### config.mk
export PLATFORM = sky130hd
export DESIGN_NAME = uart_fifo
export DESIGN_NICKNAME = d
export VERILOG_FILES = /design/src/rtl/uart_pkg.sv /design/src/rtl/uart_fifo_mem.sv /design/src/rtl/uart_fifo.sv
export SDC_FILE = /design/constraint.sdc
export NUM_CORES = 1
export LEC_CHECK = 0
export CORE_MARGIN = 8
export CORE_UTILIZATION = 60
export DETAILED_ROUTE_END_ITERATION = 16
export PLACE_DENSITY = 0.86
export SLEW_MARGIN = 20
export SYNTH_ARGS = -nofsm -noshare
export SYNTH_HDL_FRONTEND = slang
export SYNTH_HIERARCHICAL = 1
export SYNTH_SLANG_ARGS = --single-unit
### constraint.sdc
create_clock -name clk -period 3.5 [get_ports clk]
set_clock_uncertainty 0.2 [all_clocks]
set_input_delay 0.875 -clock clk [delete_from_list [all_inputs] [get_ports clk]]
set_output_delay 0.875 -clock clk [all_outputs]
set_load 0.01 [all_outputs]
### src/rtl/uart_pkg.sv
// Shared UART datapath constants; instantiating blocks take their FIFO
// word width and depth defaults from here.
package uart_pkg;

  localparam int UART_WORD_W     = 16;
  localparam int UART_FIFO_DEPTH = 16;

  // Occupancy counter width: must represent 0..depth inclusive.
  function automatic int fifo_count_w(input int depth);
    return $clog2(depth) + 1;
  endfunction

endpackage

### src/rtl/uart_fifo_mem.sv
// DEPTH x WIDTH register array with one synchronous write port and an
// asynchronous read port, used as FIFO storage.
module uart_fifo_mem #(
  parameter int WIDTH = 16,
  parameter int DEPTH = 16,
  parameter int AW    = $clog2(DEPTH)
) (
  input  logic             clk,
  input  logic             we,
  input  logic [AW-1:0]    waddr,
  input  logic [WIDTH-1:0] wdata,
  input  logic [AW-1:0]    raddr,
  output logic [WIDTH-1:0] rdata
);

  logic [WIDTH-1:0] mem [DEPTH];

  // NOTE: storage has no reset; validity is tracked by the FIFO's count,
  // so clearing the array would only add reset fan-out.
  always_ff @(posedge clk) begin
    if (we) mem[waddr] <= wdata;
  end

  assign rdata = mem[raddr];

endmodule

### src/rtl/uart_fifo.sv
// First-word-fall-through FIFO for the UART controller's TX/RX paths.
// Define UART_FIFO_ERR_EN to build the sticky overflow/underflow flags.
module uart_fifo
  import uart_pkg::*;
#(
  parameter int WIDTH     = UART_WORD_W,
  parameter int DEPTH     = UART_FIFO_DEPTH,
  parameter int AF_THRESH = DEPTH - 2,
  parameter int AE_THRESH = 2
) (
  input  logic                     clk,
  input  logic                     rst_n,
  input  logic                     flush,
  input  logic                     wr_en,
  input  logic [WIDTH-1:0]         wr_data,
  output logic                     full,
  output logic                     almost_full,
  input  logic                     rd_en,
  output logic [WIDTH-1:0]         rd_data,
  output logic                     empty,
  output logic                     almost_empty,
  output logic [$clog2(DEPTH):0]   count,
  output logic                     overflow,
  output logic                     underflow,
  input  logic                     err_clr
);

  localparam int AW = $clog2(DEPTH);
  localparam int CW = fifo_count_w(DEPTH);

  logic [AW-1:0]    wr_ptr;
  logic [AW-1:0]    rd_ptr;
  logic [WIDTH-1:0] mem_rdata;
  logic             push_ok;
  logic             pop_ok;

  // Flags decode only registered count, never wr_en/rd_en.
  assign full         = (count == CW'(DEPTH));
  assign empty        = (count == '0);
  assign almost_full  = (count >= CW'(AF_THRESH));
  assign almost_empty = (count <= CW'(AE_THRESH));

  // A pop in the same cycle frees the slot, so a push into a full FIFO is
  // accepted alongside it.
  assign push_ok = wr_en && (!full || rd_en) && !flush;
  assign pop_ok  = rd_en && !empty && !flush;

  uart_fifo_mem #(
    .WIDTH (WIDTH),
    .DEPTH (DEPTH),
    .AW    (AW)
  ) u_mem (
    .clk   (clk),
    .we    (push_ok),
    .waddr (wr_ptr),
    .wdata (wr_data),
    .raddr (rd_ptr),
    .rdata (mem_rdata)
  );

  assign rd_data = empty ? '0 : mem_rdata;

  // NOTE: sequential state uses non-blocking assignments so every register
  // samples the pre-edge values regardless of statement order.
  always_ff @(posedge clk or negedge rst_n) begin
    if (!rst_n) begin
      wr_ptr <= '0;
      rd_ptr <= '0;
      count  <= '0;
    end else if (flush) begin
      wr_ptr <= '0;
      rd_ptr <= '0;
      count  <= '0;
    end else begin
      if (push_ok) wr_ptr <= wr_ptr + 1'b1;
      if (pop_ok)  rd_ptr <= rd_ptr + 1'b1;
      case ({push_ok, pop_ok})
        2'b10:   count <= count + 1'b1;
        2'b01:   count <= count - 1'b1;
        default: count <= count;
      endcase
    end
  end

`ifdef UART_FIFO_ERR_EN
  logic ovf_set;
  logic unf_set;

  assign ovf_set = wr_en && full && !rd_en && !flush;
  assign unf_set = rd_en && empty && !flush;

  // A new error in the same cycle as err_clr wins.
  always_ff @(posedge clk or negedge rst_n) begin
    if (!rst_n) begin
      overflow  <= 1'b0;
      underflow <= 1'b0;
    end else begin
      if (ovf_set)      overflow <= 1'b1;
      else if (err_clr) overflow <= 1'b0;
      if (unf_set)      underflow <= 1'b1;
      else if (err_clr) underflow <= 1'b0;
    end
  end
`else
  logic unused_err_clr;

  assign unused_err_clr = err_clr;
  assign overflow       = 1'b0;
  assign underflow      = 1'b0;
`endif

endmodule
==> impl_metrics.ini <==
[cts]
hold_buffers = 0
cts-root-buf = clkbuf_16
cts_tree = built
cts_buffers = 25
h-tree-depth = 1
clock-sinks = 269
clk_pin_slew_ns = 0.06
cts_max_path_buffers = 3
insertion_delay_ns = 0.51

[power]
power_mw = 9.09
p_clk_share_pct = 27.5
p_leak_nw = 4.42
ir_drop_mv = 0.503
seq_power_share_pct = 40.7
p_int_mw = 6.64
combPwrFrac_pct = 31.9
power_density_nw_per_um2 = 689
power.switching_mw = 2.45
sw_frac_of_total_pct = 26.9

[synth]
yosys.area_share.xor_xnor_pct = 0.570
synth_top_family_by_area = multiplexers
synth_top_area_share_pct = 71.5
synth_compound_area_share_pct = 3.69
synthAdderAreaFrac_pct = 0.768
synthSimpleGateAreaFrac_pct = 4.54
async_reset_ff_share_pct = 4.83
seq_area_frac_synth_pct = 74.5
synthTopCellsByArea = edfxtp_1 (72%), mux4_2 (11%), dfrtp_1 (3.0%)
synth_top_area_cell = edfxtp_1
synth_edf_count = 256
synthMuxAreaShare_pct = 14.3
synth_warnings = 6
syn_area_per_cell_um2 = 20.2
netlist_instances = 532
synth_ff_type = edfxtp_1
synth.distinct_cells = 46
synth_seq_cells = 269
syn-cell-area_um2 = 10800

[timing]
final.min_clock_period_ns = 3.57
hold_viol = 0
relSlewSlack_pct = 60.1
final-max-slew-violation-count = 0
layout_setup_ws_ns = -0.0709
setup_viol = 13
rsz0062_at_grt = yes
fin_crit_sh_pct = 102
tightest_slew_ns = 0.596
max_freq_mhz = 280

[route]
vias = 5863
wl_per_cell_um = 27.0
vias_per_cell = 6.42
drt_iter0_drc = 479
ant_nets = 0
routed_wl_um = 24600
dr.pass1.iters = 5
drcViolationCount = 0

[global_routing]
grt_pass1_wl_um = 37200
antenna_found_initial = 0
grt_pass1_vias = 6103
grt_max_degree = 45
grt_use_total_pct = 22.7
grt.overflow.total = 0

[floorplan]
row_count = 49
die_area_um2 = 22500
die_w_um = 150
ios = 49
die_y_um = 150
core_area_um2 = 17800
initial_utilization_pct = 60.5

[outcome]
status = finished, violations left
violations = negative setup slack

[placement]
pre_cts_ws_ns = -0.00328
place_hpwl_um = 13600
place_congestion = 0.893
portBuffers = 45

[worst_hold_path]
hp-class = register to register
hold_start = rd_ptr[2]$_DFFE_PN0P_
hold-path-cell-count = 2
min_to = rd_ptr[2]$_DFFE_PN0P_

[critical_path]
r2r_start = count[3]$_DFFE_PN0P_
end_kind = output pin
cp_max_fo = 7
r2r_setup_slack_ns = 0.55
r2r_cells = 9
cp.required_ns = 2.42
path_class = register to output pin
crit_arrival_ns = 2.50
r2r-end = count[4]$_DFFE_PN0P_
start_kind = register

[cells_and_area]
fillerInstances = 917
nets = 695
syn_to_final_growth_pct = 22.7
final_layout_size_suffix_gt1_share_pct = 36.5
num_antenna_cells = 0

[job]
max_cap_violations = 0
flip-flops by register name (all words and copies together), names as in the netlist:
signal and cells:
rd_ptr 4, count 5, wr_ptr 4, u_mem/mem 256
power groups by stage:
| stage | clock, mW | combinational, mW | sequential, mW |
|---|---|---|---|
| 3_3_place_gp | 0 | 2.03 | 3.73 |
| 5_1_grt | 2.66 | 3.06 | 3.71 |
| 2_1_floorplan | 0 | 1.35 | 3.72 |
| 4_1_cts | 2.53 | 2.82 | 3.69 |
| 6_report | 2.50 | 2.90 | 3.70 |
| 3_5_place_dp | 0 | 2.09 | 3.74 |
metrics by stage:
stage	hold WS, ns	instances	utilization [%]	setup TNS, ns	cell area, µm²
3_3_place_gp	0.382	827	66.4	0	11800
2_1_floorplan	0.329	533	-	0	10800
5_1_grt	0.491	913	74.2	-1.82	13200
4_1_cts	0.426	911	74.0	-0.762	13200
3_5_place_dp	0.409	827	66.4	-0.00328	11800
6_report	0.463	913	74.2	-0.490	13200
cells in the mapped netlist (3+ instances only):
cell / n
edfxtp_1: 256
mux4_2: 54
a22oi_1: 32
nor2_1: 31
nand2_1: 20
and2_1: 18
dfrtp_1: 13
clkbuf_1: 11
mux4_1: 10
a21oi_1: 6
buf_4: 5
ha_1: 5
inv_1: 5
nand2b_1: 5
nor3_1: 5
xor2_1: 5
buf_6: 4
nor2b_1: 4
buf_1: 3
buf_2: 3
nand3_1: 3
o211ai_1: 3
critical path: stages (launching register included):
cell and delay (ns):
dfrtp_4 0.56, buf_16 0.17, buf_6 0.11, buf_6 0.09, mux4_2 0.51, a22oi_2 0.20
nand2_1 0.09, and2_4 0.15, buf_6 0.11
worst max-delay path by stage:
stage                                      from                         to  slack (ns)  depth (start not counted)
after floorplan                           flush  u_mem/mem[4][0]$_DFFE_PP_        0.14                          5
after global placement                    rd_en       count[4]$_DFFE_PN0P_        0.07                          8
after detailed placement                  rd_en       count[4]$_DFFE_PN0P_      -0.003                          8
after CTS                 rd_ptr[0]$_DFFE_PN0P_                 rd_data[7]       -0.12                          8
after global routing      rd_ptr[0]$_DFFE_PN0P_                 rd_data[9]       -0.15                          7
final                     rd_ptr[0]$_DFFE_PN0P_                 rd_data[2]       -0.07                          8
routing by layer:
metal / GRT usage, % / part of all wire (%) / vias to the layer above
li1: - / - / 2455
met1: 27.4 / 36 / 3028
met2: 38.9 / 52 / 304
met3: 4.63 / 7.8 / 76
met4: 10.1 / 4.5 / 0
met5: 0 / 0 / -
cells by family after synthesis:
group,after synthesis
flops,269
simple gates,96
mux,69
compound gates,53
buf+inv,31
xor+xnor,7
fa+ha+maj,6
other cells,1
cells in the final DEF (no fill, tap or decap), types with 4 or more instances in the layout:
| master | Yosys | layout |
|---|---|---|
| clkinv_1 | 0 | 4 |
| nor2b_1 | 4 | 4 |
| mux4_2 | 54 | 61 |
| a21oi_1 | 6 | 6 |
| edfxtp_1 | 256 | 256 |
| a22oi_1 | 32 | 6 |
| a22oi_2 | 0 | 26 |
| buf_12 | 0 | 17 |
| ha_1 | 5 | 5 |
| nor2_1 | 31 | 31 |
| nor3_2 | 0 | 4 |
| clkdlybuf4s50_1 | 0 | 29 |
| and2_4 | 0 | 5 |
| and2_1 | 18 | 12 |
| nand2b_1 | 5 | 5 |
| buf_6 | 4 | 20 |
| clkbuf_16 | 0 | 25 |
| nand2_1 | 20 | 19 |
| buf_2 | 3 | 8 |
| xor2_1 | 5 | 5 |
| clkinv_2 | 0 | 8 |
| buf_4 | 5 | 56 |
| inv_1 | 5 | 5 |
| dfrtp_1 | 13 | 11 |
layout make-up:
class | count | area (µm²) | area share (%)
Tap cell | 229 | 287 | 2.17
Inverter | 5 | 18.8 | 0.142
Clock buffer | 27 | 633 | 4.80
Timing Repair Buffer | 133 | 1400 | 10.6
Multi-Input combinational cell | 233 | 2720 | 20.6
Sequential cell | 269 | 8020 | 60.8
Clock inverter | 17 | 118 | 0.892
repair_timing:
item | 4_1_cts | 5_1_grt
endpoints found under the hold margin | 0 | 0
resized for setup | 121 | 15
pin swaps | 25 | 14
endpoints found under the setup margin | 17 | 17
setup buffers | 36 | 4
cloned | 4 | 0
No activity file was read; power rests on OpenSTA's default activity.
